**src/rtl/melody_pkg.sv**
```systemverilog
// Shared types and constants for the melody player: FSM state encoding and the
// pitch-to-half-period table (half-periods in 50 MHz clock cycles).
package melody_pkg;

  typedef enum logic [2:0] {
    StIdle,
    StFetch,
    StTone,
    StGap,
    StPause
  } state_e;

  typedef logic [16:0] half_per_t;

  // 0 is a rest; 1..7 = M1..M7, 8..15 = H1..H7 and C7
  localparam half_per_t HALF_PER [0:15] = '{
    17'd0,     17'd47800, 17'd42575, 17'd37925,
    17'd35793, 17'd31875, 17'd28400, 17'd25300,
    17'd23875, 17'd21283, 17'd18961, 17'd17897,
    17'd15944, 17'd14205, 17'd12655, 17'd11945
  };

endpackage

```
**src/rtl/tone_gen.sv**
```systemverilog
// Square-wave generator: counts through one full period of 2*half_per cycles.
// Duty is fixed at 50% (low half first) unless MELODY_PLAYER_VOL_EN adds vol_i.
module tone_gen
  import melody_pkg::*;
(
  input  logic      clk_i,
  input  logic      rst_ni,
  input  half_per_t half_per_i,
  input  logic      en_i,
  input  logic      clr_i,
`ifdef MELODY_PLAYER_VOL_EN
  input  logic [1:0] vol_i,
`endif
  output logic      tone_o
);

  logic [17:0] per_q, per_d;
  logic [17:0] per_len;
  logic        rest;

  assign per_len = {half_per_i, 1'b0};
  assign rest    = (half_per_i == '0);

  always_comb begin
    per_d = per_q;
    if (clr_i) begin
      per_d = '0;
    end else if (en_i && !rest) begin
      if (per_q == per_len - 18'd1) begin
        per_d = '0;
      end else begin
        per_d = per_q + 18'd1;
      end
    end
  end

  always_ff @(posedge clk_i or negedge rst_ni) begin
    if (!rst_ni) begin
      per_q <= '0;
    end else begin
      per_q <= per_d;
    end
  end

  always_comb begin
    tone_o = 1'b0;
    if (en_i && !rest) begin
`ifdef MELODY_PLAYER_VOL_EN
      tone_o = (per_q < (per_len >> ({1'b0, vol_i} + 3'd1)));
`else
      tone_o = (per_q >= {1'b0, half_per_i});
`endif
    end
  end

endmodule

```
**src/rtl/melody_player.sv**
```systemverilog
// Score-RAM driven melody player: fetches {pitch, dur} entries and plays each as
// a tone followed by a short gap. Optional MELODY_PLAYER_VOL_EN adds a vol input.
module melody_player
  import melody_pkg::*;
#(
  parameter int unsigned DEPTH    = 64,
  parameter int unsigned BEAT_CYC = 12_500_000,
  parameter int unsigned AW       = $clog2(DEPTH)
) (
  input  logic          clk,
  input  logic          rst_n,
  input  logic          wr_en,
  input  logic [AW-1:0] wr_addr,
  input  logic [5:0]    wr_data,
  input  logic [AW:0]   len,
  input  logic          start,
  input  logic          play,
  input  logic          loop,
`ifdef MELODY_PLAYER_VOL_EN
  input  logic [1:0]    vol,
`endif
  output logic          tone_out,
  output logic          busy,
  output logic          done,
  output logic [AW-1:0] note_idx
);

  // Wide enough for the longest note, 4 beats
  localparam int unsigned CW = $clog2(4 * BEAT_CYC + 1);

  state_e        state_q, state_d;
  state_e        ret_q, ret_d;
  logic [CW-1:0] cnt_q, cnt_d;
  logic [AW-1:0] idx_q, idx_d;
  logic [AW:0]   len_q, len_d;
  logic          done_q, done_d;

  logic [5:0]    mem_q [DEPTH];
  logic [5:0]    entry_q;

  logic [CW-1:0] note_len, gap_len, tone_len;
  logic          last_note;
  state_e        end_state;
  logic [AW-1:0] end_idx;
  logic          end_done;
  logic          tone_en, tone_clr;

  // Score RAM: no reset; a same-cycle write/read returns the old entry
  always_ff @(posedge clk) begin
    if (wr_en) begin
      mem_q[wr_addr] <= wr_data;
    end
    if (state_q == StFetch) begin
      entry_q <= mem_q[idx_q];
    end
  end

  always_comb begin
    case (entry_q[1:0])
      2'd0:    note_len = CW'(BEAT_CYC);
      2'd1:    note_len = CW'(2 * BEAT_CYC);
      2'd2:    note_len = CW'(3 * BEAT_CYC);
      default: note_len = CW'(4 * BEAT_CYC);
    endcase
    gap_len  = note_len >> 3;
    tone_len = note_len - gap_len;
  end

  // Where to go once the current note (tone + gap) has finished
  always_comb begin
    last_note = (({1'b0, idx_q} + (AW+1)'(1)) >= len_q);
    end_state = StFetch;
    end_idx   = idx_q + AW'(1);
    end_done  = 1'b0;
    if (last_note) begin
      if (loop) begin
        end_idx = '0;
      end else begin
        end_state = StIdle;
        end_idx   = idx_q;
        end_done  = 1'b1;
      end
    end
  end

  always_ff @(posedge clk or negedge rst_n) begin
    if (!rst_n) begin
      state_q <= StIdle;
      ret_q   <= StTone;
      cnt_q   <= '0;
      idx_q   <= '0;
      len_q   <= '0;
      done_q  <= 1'b0;
    end else begin
      state_q <= state_d;
      ret_q   <= ret_d;
      cnt_q   <= cnt_d;
      idx_q   <= idx_d;
      len_q   <= len_d;
      done_q  <= done_d;
    end
  end

  always_comb begin
    state_d = state_q;
    ret_d   = ret_q;
    cnt_d   = cnt_q;
    idx_d   = idx_q;
    len_d   = len_q;
    done_d  = 1'b0;
    if (start) begin
      len_d   = len;
      idx_d   = '0;
      cnt_d   = '0;
      state_d = (len != '0) ? StFetch : StIdle;
    end else begin
      case (state_q)
        StIdle: begin
          state_d = StIdle;
        end
        StFetch: begin
          if (play) begin
            state_d = StTone;
            cnt_d   = '0;
          end
        end
        StTone: begin
          if (!play) begin
            state_d = StPause;
            ret_d   = StTone;
          end else if (cnt_q == tone_len - CW'(1)) begin
            cnt_d = '0;
            if (gap_len == '0) begin
              state_d = end_state;
              idx_d   = end_idx;
              done_d  = end_done;
            end else begin
              state_d = StGap;
            end
          end else begin
            cnt_d = cnt_q + CW'(1);
          end
        end
        StGap: begin
          if (!play) begin
            state_d = StPause;
            ret_d   = StGap;
          end else if (cnt_q == gap_len - CW'(1)) begin
            cnt_d   = '0;
            state_d = end_state;
            idx_d   = end_idx;
            done_d  = end_done;
          end else begin
            cnt_d = cnt_q + CW'(1);
          end
        end
        StPause: begin
          if (play) begin
            state_d = ret_q;
          end
        end
        default: begin
          state_d = StIdle;
        end
      endcase
    end
  end

  always_comb begin
    busy     = (state_q != StIdle);
    tone_en  = (state_q == StTone) && play;
    tone_clr = (state_q == StIdle) || (state_q == StFetch);
  end

  assign done     = done_q;
  assign note_idx = idx_q;

  tone_gen u_tone_gen (
    .clk_i      (clk),
    .rst_ni     (rst_n),
    .half_per_i (HALF_PER[entry_q[5:2]]),
    .en_i       (tone_en),
    .clr_i      (tone_clr),
`ifdef MELODY_PLAYER_VOL_EN
    .vol_i      (vol),
`endif
    .tone_o     (tone_out)
  );

endmodule
```
**config.mk**
```make
export PLATFORM = sky130hd
export DESIGN_NAME = melody_player
export DESIGN_NICKNAME = d
export VERILOG_FILES = /design/src/rtl/melody_pkg.sv /design/src/rtl/tone_gen.sv /design/src/rtl/melody_player.sv
export SDC_FILE = /design/constraint.sdc
export NUM_CORES = 1
export LEC_CHECK = 0
export ABC_AREA = 1
export CORE_UTILIZATION = 30
export CTS_CLUSTER_DIAMETER = 60
export DETAILED_ROUTE_END_ITERATION = 8
export PLACE_DENSITY = 0.47
export SKIP_LAST_GASP = 1
export SYNTH_ARGS = -nofsm -noshare
export SYNTH_HDL_FRONTEND = slang
export SYNTH_SLANG_ARGS = --single-unit
```
**constraint.sdc**
```tcl
create_clock -name clk -period 3 [get_ports clk]
set_clock_uncertainty 0.15 [all_clocks]
set_input_delay 0.6 -clock clk [delete_from_list [all_inputs] [get_ports clk]]
set_output_delay 0.6 -clock clk [all_outputs]
set_load 0.05 [all_outputs]
```
==> summary.md, run 1 <==
| Metric | Value |
|---|---|
| Status | finished with violations |
| Placed cell count | between 3,000 and 4,000 |
| F_max | 0.265 GHz |
| First-pass GRT wire length | about 95 mm |
| Total negative slack | -1490 ps |
| Final GP Congestion | 0.871 |
| Comb pwr share | 33.0% |
| Critical Path End Type | primary output |
| CTS buffer count | 54 |
| WL per Instance | 18.5 um |
| Fin crit period | 3780 ps |
| Post-route ant nets | 0 |
| HPWL after DPL | 38.8 mm |
| Port bufs | 33 |
| Yosys cell types | 50 |
| 1st-iter DRT viols | 1,149 |
| Most common cell after layout, fill and taps aside | edfxtp_1 |
| P_leak | 9.51 nW |
| Post-synth EDFFs | 390 |
| Arr. time, crit path | 3030 ps |
| CP Max Fanout | 4 |
| P_sw | around 7.0 mW |
| Vias | approximately 16,000 |
| Final worst path period share | 126% |
| Avg Inst Size Synth | 10.1 um^2 |
| Layout Cells excl Fill | approximately 3,300 |
| Gr ovfl total | 0 |
| CTS tree | done |
| Max-slew violations | 0 |
| Total wire length | between 60 and 70 mm |
| Cell Pwr Density | 779 mW/mm^2 |
| Sink Count | 452 |
| Hold WC Path Type | input pin to register |
| Area Growth Syn to Fin | 22.9% |
| Top FF cell, synth | edfxtp_1 |
| Largest net degree at the start of global routing | 97 |
| Post-layout instance area | approximately 0.026 mm^2 |
| Max VDD drop | 0.000545 V |
| Sw frac | about a third |
| All-layer global routing usage | between 15 and 20% |
| Die area | 0.0718 mm^2 |
| Area of the multi-input gates | ~0.0073 mm^2 |
| Horiz. Die Dim | approximately 270 um |
| Final Hold Fails | 0 |
| Register area share after synthesis | 62.5% |
| Least-Margin Pin Slew | 776 ps |
| Worst rel slew slack | about half |
| Critical path class | register to primary output |
| Dpl cell area | 0.0239 mm^2 |
| Startpoint types | register |
| Core area | between 0.07 and 0.08 mm^2 |
| FP Rows | 97 |
| Max-cap check violation count | 0 |
| Vias in the first global route | 16,200 |
| Final worst slack | -777 ps |
| H-Tree Depth | 2 |
| Fill count | approximately 7,000 |
| Final Util | between 30% and 40% |
| Antenna violations before repair | 0 |
| Clock network power share | 32.2% |
| Starting density of the core | 30.3% |
| Routed vias/inst | 4.94 |
| Placement Setup Slack | -334 ps |
| Failing checks | negative setup slack |
| Clock latency on the worst-skew pair | 630 ps |
| Mapped cell area | around 0.021 mm^2 |
| Internal power | 13.3 mW |
| First drt pass iteration count | 5 |
| Post-synthesis net count | about 2,200 |
| Ports | 34 |
| DRC viols | 0 |
| Seq cells post-synth | 452 |
| Proportion of layout cells with a drive suffix above 1 | 16.6% |
| Most frequent cells in the layout | edfxtp_1, nor2_1, o21ai_0 |
| WP data required | 2250 ps |
| Clk slew on worst S/H paths | 60 ps |
| Setup violators final | 18 |
| Warnings, synthesis | 0 |
| Height of the die | roughly 270 um |
| Unrepaired setup endpoints after global routing | true |
| Cells after synthesis | 2,102 |
| Worst hold stages | 1 |
| Clock Tree Buf Depth | 3 |
| Reg2reg path depth | 22 |
| Post-synth ARST share | a little over an eighth |
| Sequential cell area | 0.0133 mm^2 |
| # nets final | 2,352 |
| Sequential share of power | 34.9% |
| Clk root buf | clkbuf_16 |
-- power groups by stage --
| stage | logic, mW | registers, mW | clock network, mW |
|---|---|---|---|
| finish | 6.69 | 7.07 | 6.53 |
| global route | 7.39 | 7.09 | 6.95 |
| CTS | 6.49 | 7.08 | 6.72 |
| detailed placement | 6.22 | 7.21 | 0 |
| global placement | 6.18 | 7.20 | 0 |
| floorplan | 3.67 | 7.22 | 0 |
-- synth_stat cells, drive strengths merged, types with 8 or more instances --
| cell | n | share of area [%] |
|---|---|---|
| a21oi | 21 | 0.51 |
| nor4 | 8 | 0.24 |
| nand4 | 28 | 0.83 |
| nand2 | 319 | 5.9 |
| nor3 | 27 | 0.74 |
| o22ai | 118 | 3.5 |
| clkbuf | 93 | 1.6 |
| nor2 | 396 | 7.2 |
| xor2 | 19 | 0.78 |
| edfxtp | 390 | 55 |
| ha | 39 | 2.3 |
| nand3 | 85 | 2.1 |
| dfrtp | 62 | 7.3 |
| buf | 12 | 0.47 |
| o32ai | 8 | 0.33 |
| o21ai | 311 | 7.4 |
| inv | 130 | 2.3 |
-- logic make-up (layout without fill, tap and decap cells) --
logic type	Yosys count	in the layout	share of synthesized area [%]
AND/OR/NAND/NOR	872	874	17.3
AO/OA/AOI/OAI	482	482	12.6
flip-flops	452	452	62.5
buffers and inverters	236	465	4.44
adder cells (fa/ha/maj)	39	39	2.30
XOR/XNOR	21	21	0.867
other	0	1	0
-- state kept, by name, summed over array words and instances (netlist names) --
register / flops
u_tone_gen.per_q: 18
entry_q: 6
cnt_q: 26
len_q: 7
state_q: 3
done: 1
note_idx: 6
mem_q: 384
ret_q: 1
-- area by class of cell --
cell class                      instances  area share, %
Inverter                              131           1.91
Tap cell                              940           4.51
Timing Repair Buffer                  233           7.78
Clock inverter                         36           1.41
Antenna cell                            1        0.00960
Sequential cell                       452           50.9
Multi-Input combinational cell       1416           28.0
Clock buffer                           65           5.43
-- stage by stage --
| stage | hold WS (ps) | total power [mW] |
|---|---|---|
| 4_1_cts | 73.4 | 20.3 |
| 2_1_floorplan | 154 | 10.9 |
| 3_3_place_gp | 333 | 13.4 |
| 6_report | 111 | 20.3 |
| 5_1_grt | 97.4 | 21.4 |
| 3_5_place_dp | 339 | 13.4 |
-- metal layers --
layer  wire [um]  track usage (%)  vias to the layer above
met3        2810             2.40                       87
met5           0                0                        -
met4        1600             5.19                        0
met1       27400             22.8                     7930
li1            -                -                     7800
met2       28800             28.7                      364
-- worst paths after layout --
check | from | end | slack [ps]
min in group asynchronous | rst_n | cnt_q[21]$_DFFE_PN0P_ | 430
max in group asynchronous | rst_n | u_tone_gen.per_q[10]$_DFFE_PN0P_ | 1500
max reg2reg | entry_q[3]$_DFFE_PP_ | u_tone_gen.per_q[17]$_DFFE_PN0P_ | -70
max | entry_q[3]$_DFFE_PP_ | tone_out | -780
min reg2reg | len_q[0]$_DFFE_PN0P_ | len_q[0]$_DFFE_PN0P_ | 360
min | wr_data[1] | mem_q[12][1]$_DFFE_PP_ | 110
-- worst max-delay path, stage by stage, from the launching register on --
cell and delay, ps:
edfxtp_1 450, inv_2 160, ha_4 240, nand2_4 70, nand2_4 50, o21ai_4 80
ha_4 230, nand2_1 50, inv_1 30, nor2_1 100, o21ai_1 70, a21oi_1 140
o21ai_2 90, nand2_1 60, nand4_1 110, a21oi_2 140, o21a_1 160, nor2_4 40
buf_8 140
-- what timing repair did --
action	in CTS	in global routing
hold buffers	1	0
gates cloned	2	0
gates resized for setup	26	40
setup buffers	6	5
endpoints found under the setup margin	18	25
pin swaps	16	24
endpoints found under the hold margin	27	0
(Power assumes the default switching activity.)
==> inputs of run 2 (changes only) <==
--- a/config.mk
+++ b/config.mk
@@ -7,9 +7,10 @@
 export LEC_CHECK = 0
 export ABC_AREA = 1
 export CORE_UTILIZATION = 30
+export CTS_BUF_LIST = sky130_fd_sc_hd__clkbuf_8
 export CTS_CLUSTER_DIAMETER = 60
 export DETAILED_ROUTE_END_ITERATION = 8
-export PLACE_DENSITY = 0.47
+export PLACE_DENSITY_LB_ADDON = 0.2
 export SKIP_LAST_GASP = 1
 export SYNTH_ARGS = -nofsm -noshare
 export SYNTH_HDL_FRONTEND = slang
==> summary.md, run 2 (synthesis gave the netlist of run 1 again) <==
| Metric | Value |
|---|---|
| Status | finished with violations (unchanged) |
| Failing checks | negative setup slack (unchanged) |
| Starting density of the core | 30.3% (unchanged) |
| HPWL after DPL | 40.0 mm (was 38.8 mm) |
| Largest net degree at the start of global routing | 74 (was 97) |
| FP Rows | 97 (unchanged) |
| GRT met1 Usage | 23.5% (was 22.8%) |
| Final GP Congestion | 0.878 (was 0.871) |
| CTS tree | done (unchanged) |
| DRC viols | 0 (unchanged) |
| F_max | 0.260 GHz (was 0.265 GHz) |
| Core area | 0.0700 mm^2 (unchanged) |
| First drt pass iteration count | 5 (unchanged) |
| H-Tree Depth | 3 (was 2) |
| Most used routing layer | met2 (unchanged) |
| Max-cap check violation count | 0 (unchanged) |
| 1st-iter DRT viols | 1,302 (was 1,149) |
| Largest regs | mem_q: 384 flops, cnt_q: 26 flops, u_tone_gen.per_q: 18 flops (unchanged) |
| Routed vias/inst | 4.89 (was 4.94) |
| Max reg flops | 384 (unchanged) |
| Port bufs | 33 (unchanged) |
| Ant. Diodes | 0 (was 1) |
| Worst r2r src | entry_q[2]$_DFFE_PP_ (was entry_q[3]$_DFFE_PP_) |
| Clk root buf | clkbuf_8 (was clkbuf_16) |
| Gr ovfl total | 0 (unchanged) |
| Fin crit period | 3840 ps (was 3780 ps) |
| Arr. time, crit path | 3090 ps (was 3030 ps) |
| Reg2reg path depth | 23 (was 22) |
| Proportion of layout cells with a drive suffix above 1 | 17.7% (was 16.6%) |
| Ports | 34 (unchanged) |
| Final worst path period share | 128% (was 126%) |
| Startpoint types | register (unchanged) |
| All-layer global routing usage | 17.3% (was 17.1%) |
| Fill count | 7,012 (was 7,006) |
| WP data required | 2250 ps (about the same) |
| Die area | 0.0718 mm^2 (unchanged) |
| Final Hold Fails | 0 (unchanged) |
| # nets final | 2,383 (was 2,352) |
| First-pass GRT wire length | 95.1 mm (was 94.6 mm) |
| Horiz. Die Dim | 268 um (unchanged) |
| Clock latency on the worst-skew pair | 670 ps (was 630 ps) |
| Max-slew violations | 0 (unchanged) |
| Area Growth Syn to Fin | 22.2% (was 22.9%) |
| Post-route ant nets | 0 (unchanged) |
| Setup violators final | 9 (was 18) |
| M2 GR Usage | 28.0% (was 28.7%) |
| Worst reg2reg path endpoint | u_tone_gen.per_q[2]$_DFFE_PN0P_ (was u_tone_gen.per_q[17]$_DFFE_PN0P_) |
| Clock Tree Buf Depth | 3 (unchanged) |
| P_leak | 9.58 nW (was 9.51 nW) |
| Sink Count | 452 (unchanged) |
| Total wire length | 61.1 mm (was 60.6 mm) |
| Met3 usage | 2.95% (was 2.40%) |
| Reg2reg setup slack | -30 ps (was -70 ps) |
| Critical Path End Type | primary output (unchanged) |
| Max VDD drop | 0.000383 V (was 0.000545 V) |
| Vias | 16,200 (about the same) |
| CTS buffer count | 82 (was 54) |
| Post-layout instance area | 0.0259 mm^2 (was 0.0261 mm^2) |
| WL per Instance | 18.4 um (was 18.5 um) |
| Least-Margin Pin Slew | 845 ps (was 776 ps) |
| Worst rel slew slack | 43.7% (was 48.3%) |
| Cell Pwr Density | 753 mW/mm^2 (was 779 mW/mm^2) |
| Most frequent cells in the layout | edfxtp_1, nor2_1, o21ai_0 (unchanged) |
| CP Max Fanout | 3 (was 4) |
| Unrepaired setup endpoints after global routing | true (unchanged) |
| Vias in the first global route | 16,200 (about the same) |
| Most common cell after layout, fill and taps aside | edfxtp_1 (unchanged) |
| Hold WC Path Type | input pin to asynchronous set/reset pin (was input pin to register) |
| Dpl cell area | 0.0239 mm^2 (about the same) |
| Most flops, register | mem_q (unchanged) |
| Final worst slack | -845 ps (was -777 ps) |
| Height of the die | 268 um (unchanged) |
| Clk slew on worst S/H paths | 60 ps (about the same) |
| Final Util | 37.0% (was 37.2%) |
| Antenna violations before repair | 2 (was 0) |
| Critical path class | register to primary output (unchanged) |
==> run 2: changes by cell type in the layout (fill, tap and decap cells not counted), sizes merged <==
cell | before | now
clkdlybuf4s50 | 22 | 21
buf | 210 | 213
clkbuf | 65 | 88
dlygate4sd2 | 0 | 1
diode | 1 | 0
inv | 137 | 161
clkinvlp | 5 | 3
bufinv | 4 | 3
==> run 2: report_power, final <==
part           switching [mW]  internal [mW]  total [mW]  leakage (nW)
clock                    2.64           2.99        5.63         0.899
sequential             0.0974           6.98        7.08          4.35
combinational            4.11           2.68        6.79          4.33
==> run 2: layout make-up <==
cell class | count | area, um^2 | area share, %
sequential | 452 | 13300 | 51.2
timing repair buffer | 236 | 2080 | 8.02
tap | 940 | 1180 | 4.54
inverter | 131 | 497 | 1.92
multi-input combinational | 1416 | 7320 | 28.3
clock buffer | 88 | 1210 | 4.67
clock inverter | 57 | 354 | 1.37
==> run 2: worst max path at each step <==
stage | slack [ps] | end | from
after floorplan | -140 | tone_out | entry_q[2]$_DFFE_PP_
after global placement | -350 | tone_out | entry_q[2]$_DFFE_PP_
after detailed placement | -350 | tone_out | entry_q[2]$_DFFE_PP_
after CTS | -890 | tone_out | entry_q[3]$_DFFE_PP_
after global routing | -1090 | tone_out | entry_q[3]$_DFFE_PP_
final | -840 | tone_out | entry_q[2]$_DFFE_PP_
==> run 2: per-layer routing <==
metal	vias up	routed length [um]
li1	7855	-
met1	7889	28500
met2	380	28400
met4	2	1420
met3	102	2680
met5	-	11
==> run 2: critical path, cell delays in order (launching register included) <==
cell	delay, ps
edfxtp_1	440
inv_2	140
ha_4	170
inv_1	40
nand2_1	70
nand2_1	50
nand2_1	70
nand2_2	70
ha_4	290
nand2_4	50
nor2_4	110
nand2_1	70
o21ai_2	140
nand2_1	80
nand4_1	100
a21oi_1	70
o21a_1	200
nor2_4	90
buf_8	150
==> run 2: repair_timing <==
| action | CTS | global route |
|---|---|---|
| hold buffers | 1 | 0 |
| pin swaps | 18 | 15 |
| buffers inserted | 9 | 2 |
| hold endpoints to repair | 18 | 0 |
| gates cloned | 2 | 0 |
| gates resized for setup | 30 | 42 |
| endpoints found under the setup margin | 19 | 27 |
==> run 2: per-stage QoR <==
stage / setup slack (ps) / setup TNS, ps / hold slack [ps] / instances / total power, mW
after detailed placement: -350 / -3060 / 331 / 3162 / 13.4
after global placement: -355 / -2380 / 328 / 3162 / 13.4
after floorplan: -138 / -138 / 154 / 2102 / 10.9
after CTS: -887 / -2950 / 234 / 3319 / 19.5
after global routing: -1090 / -4520 / 269 / 3320 / 20.6
final: -845 / -919 / 275 / 3320 / 19.5
==> RTL change 1 (flow settings as in run 1) <==
Set the parameter `DEPTH` to 32 (it was 64).
--- a/src/rtl/melody_player.sv
+++ b/src/rtl/melody_player.sv
@@ -4,5 +4,5 @@
   import melody_pkg::*;
 #(
-  parameter int unsigned DEPTH    = 64,
+  parameter int unsigned DEPTH    = 32,
   parameter int unsigned BEAT_CYC = 12_500_000,
   parameter int unsigned AW       = $clog2(DEPTH)
Ports: changed (resized len, note_idx and wr_addr); port bits go from 34 to 31. No check against the original RTL was run, so the function may have changed too.
==> RTL change 1 against run 1 <==
- the flow still finishes with violations (setup timing)
- hold slack improved by 0.23 ns
- worst setup slack got worse by 0.048 ns
- power decreased by 34%
- die area decreased by 36%
- routed wire length decreased by 36%
- sequential cell count decreased by 194
- largest cell class unchanged
- cell area decreased by 35%
- clock power decreased by 45%
- area after synthesis decreased by 36%
- core utilization increased by 0.64 points
- final cell count decreased by 30%
- global-route usage decreased by 0.68 points
- critical path depth decreased by 3
==> RTL change 1: results (changes against run 1) <==
post-place setup slack=-0.2042 ns (+0.1298 ns); xor and xnor area share after synthesis=2.898% (+2.0 points); Setup Buffers After CTS=16 (+10); leakage=6.804 nW (-28%); Met3 Wirelength=1326 um (-53%); CTS buffer count=29 (-46%); dpl cells=2203 (-30%); first-pass GRT wire length=59720 um (-37%); violated checks=setup timing; PwrDens=798.8 mW/mm^2 (+2.6%); largest net degree at the start of global routing=61 (-37%); 1st-iter DRT viols=765 (-33%); placed instance area=0.01549 sq mm (-35%); clock power share=26.8% (-5.4 points); GP Congestion=0.8900 (+2.2%); Hold Crit Class=reg2reg; post-synthesis compound-gate area fraction=10.82% (-1.7 points); grt met1 use=21.83% (-1.0 points); fin cells=2279 (-30%); post-synth net total=1567 (-28%); Largest regs=mem_q x192, cnt_q x26, u_tone_gen.per_q x18; Ant. Diodes=0 (-1); status=finished, violations left; via count=10891 (-33%); met1 WL=17900 um (-35%); met2 GRT Util=27.41% (-1.3 points); largest cells by area after synthesis=edfxtp_1 (44%), dfrtp_1 (11%), nand2_1 (8.1%); post-layout worst setup margin=-0.8252 ns (-0.04801 ns); sequential power=4.08 mW (-42%); port buffer count=30 (-9.1%); latest clock arrival within the worst-skew pair=0.59 ns (-0.04 ns); DP HPWL=26280 um (-32%); nets=1725 (-27%); Mean Syn Cell Area=9.029 sq um (-11%); setup violators final=18 (unchanged); total negative slack=-3.681 ns (-2.195 ns); ys async rst share=23.26% (+9.5 points); EDFF count, synth=198 (-49%); post-CTS sizing=18 (-31%); layout cells sized above 1=17.07% (+0.44 points); arrival time at the worst endpoint=3.08 ns (+0.05 ns); crit-path leading delay family=buffers and inverters; met2 WL=18020 um (-37%); met3 GRT Util=2.151% (-0.25 points); CTS H-tree lvls=1 (-1)
[RTL change 1: logic make-up (layout without fill, tap and decap cells)]
group                      after synthesis  after routing
xor gates and xnor gates                45             45
adders and majority gates               38             38
AOI/OAI and AO/OA                      257            257
DFF                                    258            258
buffers and inverters                  196            376
and+or+nand+nor                        712            713
[RTL change 1: final timing paths]
path                            startpoint                    to  slack, ns  cells past startpoint
worst max-delay path            entry_q[3]              tone_out      -0.83                     15
worst min-delay path              len_q[0]              len_q[0]       0.34                      2
worst max register to register  entry_q[2]  u_tone_gen.per_q[13]      -0.24                     23
worst min register to register    len_q[0]              len_q[0]       0.34                      2
max in group asynchronous            rst_n   u_tone_gen.per_q[4]       2.00                      3
min in group asynchronous            rst_n             cnt_q[20]       0.42                      3
[RTL change 1: final cells by class]
type	count	area (sq um)
inverters	134	506.7
multi-input cells	1053	5632
clock buffers	37	755.7
well taps	592	740.7
repair buffers	188	1568
clock inverters	17	197.7
fillers	4533	27660
flip-flops and latches	258	7448
==> RTL change 2 (flow settings as in run 1) <==
Without the edit above. Re-encode `state_e` (5 states) as one-hot, 5 bits wide.
--- a/src/rtl/melody_pkg.sv
+++ b/src/rtl/melody_pkg.sv
@@ -3,10 +3,10 @@
 package melody_pkg;
 
-  typedef enum logic [2:0] {
-    StIdle,
-    StFetch,
-    StTone,
-    StGap,
-    StPause
+  typedef enum logic [4:0] {
+    StIdle  = 5'b00001,
+    StFetch = 5'b00010,
+    StTone  = 5'b00100,
+    StGap   = 5'b01000,
+    StPause = 5'b10000
   } state_e;
 
Formal check against the unedited RTL: same outputs for any inputs over 4 cycles, from zero or initial values and one cycle with rst_n low; so few cycles prove little.
==> RTL change 2 against run 1 <==
- the run still ends with setup timing left
- worst setup slack better by 0.083 ns
- non-clock buffer count is 18 higher
- power shrank 17%
- cell area rose by 0.33%
- routed wire length up 3.3%
- area after synthesis grew 1.3%
- sequential cell count rose by 3
- highest routed layer unchanged
==> RTL change 2: results (changes against run 1) <==
Hold Crit Class=in2async; leakage=9.550 nW (+0.44%); Worst VDD drop=0.4333 mV (-20%); Commonest cells post-synth=nor2_1 (408), edfxtp_1 (390), o21ai_0 (281); post-synthesis compound-gate area fraction=12.71% (+0.15 points); status=finished, violations left; Largest regs=mem_q x384, cnt_q x26, u_tone_gen.per_q x18; violated checks=setup timing; post-layout worst setup margin=-0.6944 ns (+0.08278 ns); post-place setup slack=-0.2306 ns (+0.1034 ns); first-pass GRT wire length=96090 um (+1.6%); fin cells=3292 (+0.55%); DR WL/cell=19.01 um (+2.7%); port buffer count=33 (unchanged); post-synth net total=2185 (+0.88%); drt pass-1 iters=6 (+1); adder-cell share of the synthesized area=2.271% (-0.030 points); GP Congestion=0.8686 (-0.23%); total negative slack=-2.765 ns (-1.279 ns); layout cells sized above 1=16.75% (+0.12 points); gr usage total=16.93% (-0.18 points); Bufs on Longest Clock Path=3 (unchanged); xor and xnor area share after synthesis=1.450% (+0.58 points); Distinct cells, synth=54 (+8.0%); DP HPWL=41370 um (+6.6%); Sw Pwr=5.137 mW (-26%); largest cells by area after synthesis=edfxtp_1 (54%), dfrtp_1 (7.3%), nor2_1 (7.1%); clock power share=35.0% (+2.8 points); CTS H-tree lvls=2 (unchanged); headroom to the max-slew limit=42.45% (-5.8 points); PwrDens=647.4 mW/mm^2 (-17%); Crit-path slowest cell=edfxtp_1; 1st-iter DRT viols=1450 (+26%); Ant. Diodes=0 (-1); Cells after Synth=2121 (+0.90%); vias in the first global route=16221 (+0.17%); setup violators final=18 (unchanged); crit-path leading delay family=simple AND/OR/NAND/NOR gates; ys async rst share=14.29% (+0.57 points); nets=2377 (+1.1%); mux cell area share after synthesis=0% (unchanged); arrival time at the worst endpoint=2.94 ns (-0.09 ns); r2r worst-path depth=23 (+4.5%); Critical Path Max Stage Delay=0.41 ns (-0.04 ns); sequential-to-total area share from yosys stat=62.07% (-0.46 points); Worst-path clk slew=0.06 ns (about the same); CTS buffer count=50 (-7.4%); placed instance area=0.02427 sq mm (+1.5%); Synth Flop Type=edfxtp_1; latest clock arrival within the worst-skew pair=0.60 ns (-0.03 ns); dpl cells=3189 (+0.92%); via count=16418 (+1.5%); largest net degree at the start of global routing=65 (-33%); Crit Path Max Fanout=4 (unchanged); sequential power=7.06 mW (about the same)
-- RTL change 2: cell types whose count changed in the layout (fill, tap and decap cells not counted), moves of 4 or more --
cell / run 1 / this run
clkbuf_16: 55 / 50
nor2_1: 387 / 407
nor4_1: 7 / 13
buf_4: 180 / 201
nand2_1: 280 / 259
xor2_1: 19 / 28
o21ai_0: 303 / 280
a21oi_1: 18 / 22
o21bai_1: 1 / 15
o32ai_1: 8 / 13
nand3_1: 77 / 63
-- RTL change 2: logic make-up after synthesis --
logic type                 Yosys count
DFF                                455
buffers and inverters              240
xor gates and xnor gates            34
adders and majority gates           39
and+or+nand+nor                    869
AOI/OAI and AO/OA                  484
-- RTL change 2: final timing paths --
check                            from                  end  slack (ns)
setup / recovery           entry_q[2]             tone_out       -0.69
hold / removal                  rst_n  u_tone_gen.per_q[8]        0.34
setup reg to reg           entry_q[2]  u_tone_gen.per_q[2]       -0.16
hold reg to reg              len_q[0]             len_q[0]        0.34
max in group asynchronous       rst_n             cnt_q[9]        1.70
min in group clk             len_q[0]             len_q[0]        0.34
-- RTL change 2: routing by layer --
layer / wire (um) / up-vias / GRT usage (%)
li1: - / 7881 / -
met1: 28860 / 8042 / 23.21
met2: 29300 / 406 / 27.69
met3: 3067 / 89 / 2.743
met4: 1344 / 0 / 4.441
met5: 0 / - / 0
-- RTL change 2: final cells by class --
type	instances	area [sq um]
Fill cell	7041	44370
Multi-Input combinational cell	1428	7415
Clock inverter	32	277.8
Sequential cell	455	13350
Timing Repair Buffer	251	2156
Clock buffer	59	1285
Inverter	127	484.2
Tap cell	940	1176
-- RTL change 2: timing repair --
item,in CTS,in global routing
endpoints found under the hold margin,15,0
cloned,0,2
pin swaps,10,13
buffers inserted,4,5
gates resized for setup,16,38
setup endpoints to repair,20,29
hold buffers,1,0
